<file path="src/rtl/serial_subtractor.sv">
// Bit-serial subtractor: diff = ip1 - ip2 - b_in, one bit per clock, LSB first; optional ovf port when SERIAL_SUB_OVF_EN is defined.
// Latency: start accepted at edge k, done pulses in the cycle after edge k+WIDTH; one result per WIDTH+1 cycles.
// Backpressure: start is ignored while busy; a start during the done cycle is accepted back-to-back.
module serial_subtractor #(
    parameter int WIDTH = 8
) (
    input  logic             clk,
    input  logic             rst_n,
    input  logic             start,
    input  logic [WIDTH-1:0] ip1,
    input  logic [WIDTH-1:0] ip2,
    input  logic             b_in,
    output logic             busy,
    output logic             done,
    output logic [WIDTH-1:0] diff,
    output logic             b_out
`ifdef SERIAL_SUB_OVF_EN
    ,
    output logic             ovf
`endif
);

    localparam int CW = (WIDTH > 1) ? $clog2(WIDTH) : 1;
    localparam logic [CW-1:0] LAST_BIT = CW'(WIDTH - 1);

    typedef enum logic [1:0] {
        IDLE  = 2'd0,
        SHIFT = 2'd1,
        DONE  = 2'd2
    } state_t;

    state_t           state_q, state_d;
    // The minuend register doubles as the result register: each cycle its
    // consumed LSB falls off and the new difference bit enters at the MSB.
    logic [WIDTH-1:0] a_q, a_d;
    logic [WIDTH-1:0] b_q, b_d;
    logic             br_q, br_d;
    logic [CW-1:0]    cnt_q, cnt_d;
    logic [WIDTH-1:0] diff_q, diff_d;
    logic             b_out_q, b_out_d;
`ifdef SERIAL_SUB_OVF_EN
    logic             ovf_q, ovf_d;
`endif

    logic a_bit;
    logic b_bit;
    logic d_bit;
    logic br_nxt;
    logic accept;

    // Full-subtractor cell on the current LSBs and the borrow flop.
    always_comb begin
        a_bit  = a_q[0];
        b_bit  = b_q[0];
        d_bit  = a_bit ^ b_bit ^ br_q;
        br_nxt = (~a_bit & b_bit) | (~(a_bit ^ b_bit) & br_q);
    end

    // Next-state, datapath and result-capture logic.
    always_comb begin
        state_d = state_q;
        a_d     = a_q;
        b_d     = b_q;
        br_d    = br_q;
        cnt_d   = cnt_q;
        diff_d  = diff_q;
        b_out_d = b_out_q;
`ifdef SERIAL_SUB_OVF_EN
        ovf_d   = ovf_q;
`endif
        accept  = start && (state_q != SHIFT);

        case (state_q)
            SHIFT: begin
                a_d   = {d_bit, a_q[WIDTH-1:1]};
                b_d   = {1'b0, b_q[WIDTH-1:1]};
                br_d  = br_nxt;
                if (cnt_q == LAST_BIT) begin
                    // Final bit: publish the result; counter stays put rather than wrapping.
                    state_d = DONE;
                    diff_d  = {d_bit, a_q[WIDTH-1:1]};
                    b_out_d = br_nxt;
`ifdef SERIAL_SUB_OVF_EN
                    // Signed overflow is borrow into the MSB xor borrow out of it.
                    ovf_d   = br_q ^ br_nxt;
`endif
                end else begin
                    cnt_d = cnt_q + CW'(1);
                end
            end
            DONE: begin
                state_d = IDLE;
            end
            default: begin
                state_d = IDLE;
            end
        endcase

        // Operand load from IDLE or straight out of DONE.
        if (accept) begin
            state_d = SHIFT;
            a_d     = ip1;
            b_d     = ip2;
            br_d    = b_in;
            cnt_d   = '0;
        end
    end

    // State and datapath registers with asynchronous clear.
    always_ff @(posedge clk or negedge rst_n) begin
        if (!rst_n) begin
            state_q <= IDLE;
            a_q     <= '0;
            b_q     <= '0;
            br_q    <= 1'b0;
            cnt_q   <= '0;
            diff_q  <= '0;
            b_out_q <= 1'b0;
        end else begin
            state_q <= state_d;
            a_q     <= a_d;
            b_q     <= b_d;
            br_q    <= br_d;
            cnt_q   <= cnt_d;
            diff_q  <= diff_d;
            b_out_q <= b_out_d;
        end
    end

`ifdef SERIAL_SUB_OVF_EN
    // Overflow flag, captured and held alongside diff.
    always_ff @(posedge clk or negedge rst_n) begin
        if (!rst_n) begin
            ovf_q <= 1'b0;
        end else begin
            ovf_q <= ovf_d;
        end
    end

    assign ovf = ovf_q;
`endif

    assign busy  = (state_q == SHIFT);
    assign done  = (state_q == DONE);
    assign diff  = diff_q;
    assign b_out = b_out_q;

endmodule
</file>
<file path="config.mk">
export PLATFORM = sky130hd
export DESIGN_NAME = serial_subtractor
export DESIGN_NICKNAME = d
export VERILOG_FILES = /design/src/rtl/serial_subtractor.sv
export SDC_FILE = /design/constraint.sdc
export NUM_CORES = 1
export LEC_CHECK = 0
export CAP_MARGIN = 0
export CELL_PAD_IN_SITES_DETAIL_PLACEMENT = 0
export CELL_PAD_IN_SITES_GLOBAL_PLACEMENT = 1
export CORE_AREA = 5 5 60 75
export DETAILED_ROUTE_END_ITERATION = 16
export DIE_AREA = 0 0 65 80
export PLACE_DENSITY = 0.85
export SKIP_CTS_REPAIR_TIMING = 1
export SLEW_MARGIN = 10
export SYNTH_ARGS = -nofsm -noshare
export SYNTH_HDL_FRONTEND = slang
export SYNTH_SLANG_ARGS = --single-unit
</file>
<file path="constraint.sdc">
create_clock -name clk -period 2.2 [get_ports clk]
set_clock_uncertainty 0.1 [all_clocks]
set_input_delay 0.22 -clock clk [delete_from_list [all_inputs] [get_ports clk]]
set_output_delay 0.22 -clock clk [all_outputs]
set_load 0.02 [all_outputs]
</file>
-- Word-level counts from Yosys, hierarchy flattened
Index checks and enable logic that the tools add are counted.
- bitwise logic cells: 7
- shift-type cells: 0
- $lt $le $gt $ge: 0
- multipliers: 0
- multiplexer cells: 12
- reduce and logical (&&, ||, !) cells: 4
- equality and inequality tests: 6
- add/sub/neg operators: 1
- div/mod/pow operators: 0
- operator list (cell ; count):
    $mux 8 ; 4
    $mux 3 ; 3
    $mux 2 ; 3
    $reduce_and 2->1 ; 2
    $add 3x1->3 const B ; 1
    $eq 3x3->1 const B ; 1
    $ne 3x1->1 const B ; 1
    $and 1x1->1 ; 2
    $eq 2x1->1 const B ; 1
    $eq 2x2->1 const B ; 1
    $mux 1 ; 2
    $ne 2x1->1 const B ; 1
    $ne 2x2->1 const B ; 1
    $not 1->1 ; 2
    $reduce_bool 2->1 ; 1
    $xor 1x1->1 ; 2
    $logic_and 1x1->1 ; 1
    $or 1x1->1 ; 1
- memories kept: 0
- bits in latches: 0
- memory bits (read-only): 0
- memory bits (writable): 0
- input bits: 20
- bits in registers: 31

-- Longest topological paths before layout
Gate-level depths: netlist of the first run.
- word-level depth: 6
- depth in mapped cells: 6
- depth with buffers taken out: 5

-- Worst setup path after synthesis of the first run
OpenSTA, ideal clock, no wires.
- kind: flip-flop to flip-flop
- start point: register cnt_q[0]
- end point: register diff_q[2] (netlist: diff[2])
- slack: 622 ps
- data arrival time: 1353 ps
- library setup time: 125 ps
- stages on the path, launching flop included: 6
- path buffers: 1
- period minus slack after synthesis: 1578 ps
- data required time: 1975 ps
- cell sequence: dfrtp_1 > ha_1 > ha_1 > nand3b_2 > buf_6 > mux2_4
- longest elaborated chain between the ends: 2
- RTL lines (element ; RTL line ; RTL):
    from (decl) ; 38 ; logic [CW-1:0] cnt_q, cnt_d;
    from (signal assigned) ; 124 ; cnt_q <= cnt_d;
    $eq 3x3->1 ; 78 ; if (cnt_q == LAST_BIT) begin
    $reduce_and 2->1 (no line) ; -- ;
    to (signal assigned) ; 125 ; diff_q <= diff_d;
    to (decl) ; 39 ; logic [WIDTH-1:0] diff_q, diff_d;
Every way passes these cells.
A chain may end at the register's enable or synchronous reset.

-- Worst setup path in the final report of the first run
- start point: register state_q[1]
- end point: output port busy
- longest elaborated chain between the ends: 1
- RTL lines (element ; RTL line ; RTL):
    from (decl) ; 32 ; state_t state_q, state_d;
    from (signal assigned) ; 120 ; state_q <= state_d;
    $eq 2x1->1 ; 143 ; assign busy = (state_q == SHIFT);
    to (decl) ; 13 ; output logic busy,
Every way passes these cells.

==> flow_summary_export.csv, run 1 <==
group,metric,value,unit
timing,fin_tns_setup,0,ps
setup_path,reg2reg_from,"cnt_q[0]$_DFFE_PN0P_",
drt,drt_iter0_markers,41,
run,drv_cap,0,
synth,synth_top_flop_cell,"dfrtp_1",
cts,numCtsBuffers,5,
setup_path,cp.buffers_inverters,2,
drt,dr.pass1.iters,3,
outcome,run_status,"complete, no violations",
pwr,p_total,2.54,mW
cts,tritoncts,"done",
timing,maxSlewViolCount,0,
die,fp.dieArea,0.00520,mm^2
global_routing,grt_max_degree,34,
setup_path,r2r_slack,450,ps
pwr,ir_drop,0.000497,V
timing,rsz0062_at_grt,"no",
cts,worstSkewPairLatency,280,ps
cts,root_buffer,"clkbuf_8",
setup_path,arrival,1610,ps
global_routing,antenna_found_initial,0,
setup_path,setup.worst_path.end,"busy",
die,rows,25,
timing,min_period_over_period,0.878,
drt,wirelength,2.79,mm
global_routing,grt_pass1_vias,1072,
timing,setup_violations,0,
setup_path,cp.required,1880,ps
final_layout,n_antenna_cell,0,
synth,async_flop_share,1.00,
setup_path,path_class,"reg -> out",
setup_path,crit_slowest_cell,"clkdlybuf4s50_1",
setup_path,cp_top_family,"buffers and inverters",
global_routing,gr-usage-all-layers,0.125,
placed_design,io_buffers,30,
synth,ys_seq_elements,31,
synth,syn_nets,140,
synth,synth_area,0.00140,mm^2
setup_path,cp-startpoint,"state_q[1]$_DFFE_PN0P_",
cts,cts.path.max_buffers,2,
final_layout,final-instance-count-excl-fill,192,
synth,ys_seq_area_frac,0.555,
pwr,p_leak,0.873,nW
timing,min_period,1930,ps
cts,clock_sinks,31,
setup_path,max_stage_delay,610,ps
placed_design,hpwl,2.05,mm
cts,cts.clk_slew.worst_paths,60,ps
setup_path,cp-start-kind,"flop",
die,die_height,80,um
min_path,hp-class,"in -> async",
synth,ys_warn_count,0,
die,start_util,0.376,
setup_path,end_kind,"output pin",
synth,synth_cells,117,
setup_path,path_max_fanout,7,
placed_design,gp_congestion,0.712,
setup_path,crit_chain,"nand2b_1 > inv_2 > clkdlybuf4s50_1",
final_layout,drive_gt1_frac,0.138,
cts,cts_max_level,2,
timing,finalHoldViolCount,0,
timing,worst_pin_slew,384,ps
drt,ant_nets,0,
drt,vias,960,
pwr,pwr_density_cell,1380,mW/mm^2
drt,wire_per_inst,14.5,um
drt,vias_per_cell,5.00,
setup_path,r2r-end,"diff[1]$_DFFE_PN0P_",
synth,synth_cell_types,23,
die,core_region_area,0.00372,mm^2
synth,synth.avg_cell_area,12.0,um^2
timing,max-slew-margin-rel,0.744,
global_routing,grt_remaining_overflow,0,
timing,fmax,517,MHz
die,io-pin-count,31,
setup_path,reg2reg_depth,4,
setup_path,worst-path-stages,3,
final_layout,synthToLayoutAreaGrowth,31.5,%
synth,synth_edf_count,0,
placed_design,dp_cells,184,
final_layout,nets,174,
global_routing,grt_pass1_wl,4.95,mm
drt,drc,0,
die,die_width,65,um
## where the power goes
part           internal (mW)  switching (mW)  leakage (nW)
Combinational          0.515           0.535         0.435
Sequential             0.835           0.166         0.388
Clock                  0.284           0.208        0.0505
Total                   1.63           0.909         0.873
## flip-flops by register name, indices dropped and copies added, names as in the netlist
| register | count |
|---|---|
| a_q | 8 |
| b_out | 1 |
| state_q | 2 |
| diff | 8 |
| cnt_q | 3 |
| b_q | 8 |
| br_q | 1 |
## cell usage after synthesis, types with 2 or more instances
cell / n / area share
mux2_2: 2 / 0.016
buf_2: 4 / 0.014
dfrtp_1: 31 / 0.55
o21ai_0: 18 / 0.064
mux2_4: 6 / 0.064
mux2i_1: 18 / 0.13
inv_1: 4 / 0.011
nand3b_1: 2 / 0.011
ha_1: 2 / 0.018
nand2_1: 17 / 0.046
## cell families after synthesis
logic type,Yosys count,synth area share
mux,26,0.209
flops,31,0.555
buf+inv,11,0.0393
compound gates,22,0.0841
simple gates,24,0.0805
fa+ha+maj,3,0.0322
## per-stage QoR
| stage | utilization | setup slack [ps] | hold WS [ps] | instance area [um^2] |
|---|---|---|---|---|
| after floorplan | - | 622 | -176 | 1400 |
| after global placement | 0.466 | 483 | 368 | 1740 |
| after detailed placement | 0.466 | 430 | 382 | 1740 |
| after CTS | 0.494 | 247 | 238 | 1840 |
| after global routing | 0.494 | 174 | 275 | 1840 |
| final | 0.494 | 268 | 229 | 1840 |
## area by class of cell
cell class	instances	area [um^2]
Fill cell	334	1880
Clock inverter	1	7.51
Timing Repair Buffer	33	323
Sequential cell	31	776
Inverter	5	18.8
Multi-Input combinational cell	75	568
Clock buffer	7	96.3
Tap cell	40	50.0
## routing by layer
metal / routed length, um / global-route usage / vias up
met2: 1470 / 0.216 / 20
met3: 102 / 0.0380 / 4
met4: 42 / 0.0507 / 0
li1: - / - / 464
met1: 1170 / 0.143 / 472
met5: 0 / 0 / -
## worst min path at each step
stage | from | to | depth (start not counted)
2_1_floorplan | rst_n | a_q[0]$_DFFE_PN0P_ | 0
3_3_place_gp | b_q[1]$_DFFE_PN0P_ | b_q[0]$_DFFE_PN0P_ | 2
3_5_place_dp | b_q[2]$_DFFE_PN0P_ | b_q[1]$_DFFE_PN0P_ | 2
4_1_cts | rst_n | diff[7]$_DFFE_PN0P_ | 2
5_1_grt | rst_n | a_q[1]$_DFFE_PN0P_ | 2
6_report | rst_n | cnt_q[2]$_DFFE_PN0P_ | 2
## layout by cell type, fill, tap and decap left out
cell type        synthesis  final
clkbuf_8                 0      7
inv_2                    1      1
clkdlybuf4s50_1          0     30
mux2i_1                 18     18
o21ai_0                 18     18
nand3b_1                 2      2
buf_4                    0      3
o21ai_1                  1      1
a21oi_1                  1      1
o21a_1                   1      1
o211a_1                  1      1
nor2b_1                  1      1
nand2_1                 17     17
nand3b_2                 1      1
clkinvlp_4               0      1
dfrtp_1                 31     31
nand2b_1                 1      1
mux2_4                   6      6
mux2_2                   2      2
inv_1                    4      4
fa_1                     1      1
or3_1                    1      1
nor2_1                   1      1
ha_1                     2      2
## worst register-to-register path: stages (launching register included)
cell and delay, ps:
dfrtp_1 390, ha_1 210, ha_1 250, nand3b_2 310, mux2_2 380
No activity file was read; power rests on OpenSTA's default activity.
==> inputs of run 2 (changes only) <==
- CTS_CLUSTER_SIZE: unset -> 16
==> results of run 2 <==
Same layout as run 1: the final DEF is identical, and so are final timing and power.
==> patch 1 (settings of run 1) <==
The 3 states of `state_t` get a one-hot encoding in 3 bits.
--- a/src/rtl/serial_subtractor.sv
+++ b/src/rtl/serial_subtractor.sv
@@ -25,6 +25,6 @@
 
-    typedef enum logic [1:0] {
-        IDLE  = 2'd0,
-        SHIFT = 2'd1,
-        DONE  = 2'd2
+    typedef enum logic [2:0] {
+        IDLE  = 3'b001,
+        SHIFT = 3'b010,
+        DONE  = 3'b100
     } state_t;
Check against the original RTL: no difference found for any inputs over 10 cycles, from zero or initial values and one cycle with rst_n low; not proved beyond that.
==> patch 1 against run 1 <==
Maximum frequency increased by 0.67%. Synthesized area increased by 1.3%. Sequential cell count increased by 1. Cell area decreased by 0.61%. Power decreased by 3.9%. Register-to-register slack improved by 120 ps. Hold slack improved by 16 ps. Setup slack improved by 13 ps. Via count decreased by 0.83%. Wire length increased by 0.43%. Highest routed layer unchanged.
==> patch 1: results (changes against run 1) <==
CP max-delay cell clkdlybuf4s50_1 (unchanged); outcome complete, no violations (unchanged); DP Wirelength 2.09 mm (was 2.05 mm); initial antenna violation count 0 (unchanged); 1st-iter DRT viols 27 (was 41); grt ovf 0 (unchanged); R2R cell count 5 (was 4); P_leak 0.000842 µW (was 0.000873 µW); # port buffers 30 (unchanged); maximum vdd ir drop 0.000730 V (was 0.000497 V); clk_lat worst skew 270 ps; clk buf depth 2 (unchanged); H-Tree Depth 2 (unchanged); wire per inst 14.9 µm (was 14.5 µm); Slew HR 72.8% (was 74.4%); synth unique cells 22 (was 23); CTS buffer count 5 (unchanged); asr flop ratio synth 100% (unchanged); Root Buffer clkbuf_8 (unchanged); share of cells above drive strength 1 14.9% (was 13.8%); Synthesized Nets 137 (was 140); register area share after synthesis 56.6% (was 55.5%); total track usage 12.7% (was 12.5%); worst hold path type in2async (unchanged); Ys Warns 0 (unchanged); most frequent cells after synthesis dfrtp_1 (31), mux2i_1 (16), nand2_1 (16), o21ai_0 (16), mux2_2 (9) (was dfrtp_1 (31), mux2i_1 (18), o21ai_0 (18), nand2_1 (17), mux2_4 (6)); fin cells 188 (was 192); vias in the first global route 1116 (was 1072); fin nets 171 (was 174); 1st-pass router iterations 3 (unchanged); largest net degree at the start of global routing 37 (was 34); Slowest Stage Delay on Critical Path 650 ps (was 610 ps); first-pass GRT wire length 5.12 mm (was 4.95 mm); clock transition at the registers of the reported paths 60 ps (about the same); vias per inst 5.06 (was 5.00); EDFF count, synth 0 (unchanged); prevailing post-synth register cell dfrtp_1 (unchanged); Final Wtd Congestion 0.768 (was 0.712); top cells by area, synth dfrtp_1 (55%), mux2i_1 (11%), mux2_2 (7.1%), o21ai_0 (5.6%), nand2_1 (4.2%) (was dfrtp_1 (55%), mux2i_1 (13%), o21ai_0 (6.4%), mux2_4 (6.4%), nand2_1 (4.6%)); Placed Instances 181 (was 184); crit path max fanout 3 (was 7); delay-heaviest family, CP buffers and inverters (unchanged); diode count 0 (unchanged); Synth Area per Inst 12.4 µm² (was 12.0 µm²)
## patch 1: worst paths after layout
check                                         end  slack, ps                   start
max in group asynchronous  state_q[0]$_DFFE_PN1P_       1430                   rst_n
min reg2reg                    b_q[0]$_DFFE_PN0N_        390      b_q[1]$_DFFE_PN0N_
min in group clk               b_q[0]$_DFFE_PN0N_        390      b_q[1]$_DFFE_PN0N_
max                                          done        280  state_q[1]$_DFFE_PN0P_
max reg2reg                  cnt_q[0]$_DFFE_PN0P_        570    cnt_q[0]$_DFFE_PN0P_
min                             b_out$_DFFE_PN0P_        240                   rst_n
## patch 1: per-layer routing
metal  global-route usage (%)  wire [µm]  up-vias
li1                         -          -      463
met1                     12.8       1010      461
met2                     23.7       1590       24
met3                     4.65        164        4
met4                     4.44         36        0
met5                        0          0        -
## patch 1: power breakdown
part	switching, µW	leakage [µW]	internal, µW	total, µW
clock network	191	0.0000410	214	405
registers	167	0.000401	862	1030
logic	516	0.000400	496	1010
total	873	0.000842	1570	2450
## patch 1: worst register-to-register path, cell delays in order, from the launching register on
cell,delay [ps]
dfrtp_1,390
ha_1,200
ha_1,220
nand4bb_4,220
o21ai_2,120
mux2_2,270
## patch 1: through the flow
stage | area [µm²] | setup slack, ps
floorplan | 1420 | 568
finish | 1830 | 280
detailed placement | 1750 | 568
global placement | 1750 | 574
CTS | 1830 | 258
global route | 1830 | 253
## patch 1: cell type report
class,instances,area (µm²)
clock inverter,1,5.00
timing repair buffer,33,323
tap,40,50.0
multi-input combinational,72,561
clock buffer,6,72.6
fill,343,1890
sequential,32,802
inverter,4,15.0
## patch 1: logic make-up (layout without fill, tap and decap cells)
logic type / after synthesis / in the layout / share of synthesized area [%]
multiplexers: 25 / 25 / 18.4
AND/OR/NAND/NOR: 23 / 23 / 9.53
flip-flops: 32 / 32 / 56.6
AO/OA/AOI/OAI: 21 / 21 / 8.39
adder cells (fa/ha/maj): 3 / 3 / 3.18
buffers and inverters: 10 / 44 / 3.88
==> patch 2 (flow settings as in run 1) <==
Without the edit above. `WIDTH`: 8 -> 4.
--- a/src/rtl/serial_subtractor.sv
+++ b/src/rtl/serial_subtractor.sv
@@ -4,3 +4,3 @@
 module serial_subtractor #(
-    parameter int WIDTH = 8
+    parameter int WIDTH = 4
 ) (
Interface: changed (resized diff, ip1 and ip2); port bits go from 31 to 19. The function was not compared with the original's and may differ.
==> patch 2 against run 1 <==
Cell area is 36% lower. Wire length shrank 40%. Sequential share of layout area decreased by 4.0 points. Sequential cell count fell by 13. Via count decreased by 46%. Largest cell class unchanged. Clock power fell by 47%. Setup slack better by 86 ps. Synthesized area decreased by 36%. Global-route usage down 5.7 points. Power is 36% lower.
==> patch 2: results (changes against run 1) <==
arrival time worst endpoint 1530 ps (was 1610 ps); Ys Warns 0 (unchanged); diode count 0 (unchanged); Synthesized Nets 74 (was 140); H-Tree Depth 1 (was 2); P_leak 0.000546 µW (was 0.000873 µW); Slowest Stage Delay on Critical Path 620 ps; prevailing post-synth register cell dfrtp_1 (unchanged); fin nets 98 (was 174); min cycle time layout 1850 ps (was 1930 ps); first-pass GRT wire length 2.79 mm (was 4.95 mm); reg2reg end diff[1]$_DFFE_PN0P_ (unchanged); met2 routed wirelength 804 µm (was 1.47 mm); initial antenna violation count 0 (unchanged); wire per inst 13.5 µm (was 14.5 µm); Reg2Reg Setup Slack 750 ps (was 450 ps); outcome complete, no violations (unchanged); Worst Hold Margin 195 ps (was 229 ps); maximum vdd ir drop 0.000627 V (was 0.000497 V); top layer in use met3 (was met4); R2R cell count 3 (was 4); Setup-failing EPs final 0 (unchanged); 1st-pass router iterations 4 (was 3); 1st-iter DRT viols 18 (was 41); Root Buffer clkbuf_8 (unchanged); vias per inst 4.19 (was 5.00); clk_lat worst skew 250 ps (was 280 ps); CP max-delay cell clkdlybuf4s50_1 (unchanged); DP Wirelength 1.29 mm (was 2.05 mm); top cells by area, synth dfrtp_1 (51%), mux2_4 (17%), mux2i_1 (7.9%), mux2_1 (7.6%), mux2_2 (2.5%) (was dfrtp_1 (55%), mux2i_1 (13%), o21ai_0 (6.4%), mux2_4 (6.4%), nand2_1 (4.6%)); grt ovf 0 (unchanged); WL met3 43 µm (was 102 µm); most frequent cells after synthesis dfrtp_1 (18), mux2_4 (10), mux2i_1 (7), mux2_1 (6), inv_1 (4) (was dfrtp_1 (31), mux2i_1 (18), o21ai_0 (18), nand2_1 (17), mux2_4 (6)); crit path max fanout 4 (was 7); total track usage 6.84% (was 12.5%); met2 track demand over resource 11.3% (was 21.6%); Placed Area 1120 µm² (was 1740 µm²); share of cells above drive strength 1 26.5% (was 13.8%); met1 GRT Util 9.00% (was 14.3%); # port buffers 18 (was 30); Crit. Startpoint state_q[1]$_DFFE_PN0P_ (unchanged); delay-heaviest family, CP buffers and inverters (unchanged); met3 usage 1.41% (was 3.80%); Post-Place Setup Slack 282 ps (was 430 ps); CTS buffer count 3 (was 5); vias in the first global route 585 (was 1072); worst slew pin tran 507 ps (was 384 ps); clk buf depth 2 (unchanged); M1 WL 811 µm (was 1.17 mm); fin cells 123 (was 192); Final Wtd Congestion 0.704 (was 0.712); register area share after synthesis 50.6% (was 55.5%); largest net degree at the start of global routing 19 (was 34); Cells after Synth 60 (was 117); synth unique cells 18 (was 23); asr flop ratio synth 100% (unchanged)
==> patch 2: cell types whose count changed after synthesis, sizes merged, moves of 2 or more <==
cell and delta:
o21ai -19, nand2 -17, dfrtp -13, mux2i -11, mux2 +10, buf -3
nand2b +2, nand3b -2
==> patch 2: kinds of logic after synthesis <==
| family | after synthesis | synth area share [%] |
|---|---|---|
| AO/OA/AOI/OAI | 1 | 0.844 |
| XOR/XNOR | 1 | 0.985 |
| adder cells (fa/ha/maj) | 2 | 3.66 |
| buffers and inverters | 7 | 4.22 |
| flip-flops | 18 | 50.6 |
| multiplexers | 25 | 34.9 |
| AND/OR/NAND/NOR | 6 | 4.78 |
==> patch 2: power by group <==
part           internal (µW)  switching, µW
logic                    443            339
registers                493            101
clock network            159            104
==> patch 2: layout make-up <==
class | instances | area, µm²
repair buffers | 21 | 203
fillers | 360 | 2540
well taps | 40 | 50.0
inverters | 5 | 18.8
multi-input cells | 35 | 402
flip-flops and latches | 18 | 450
clock buffers | 4 | 55.1
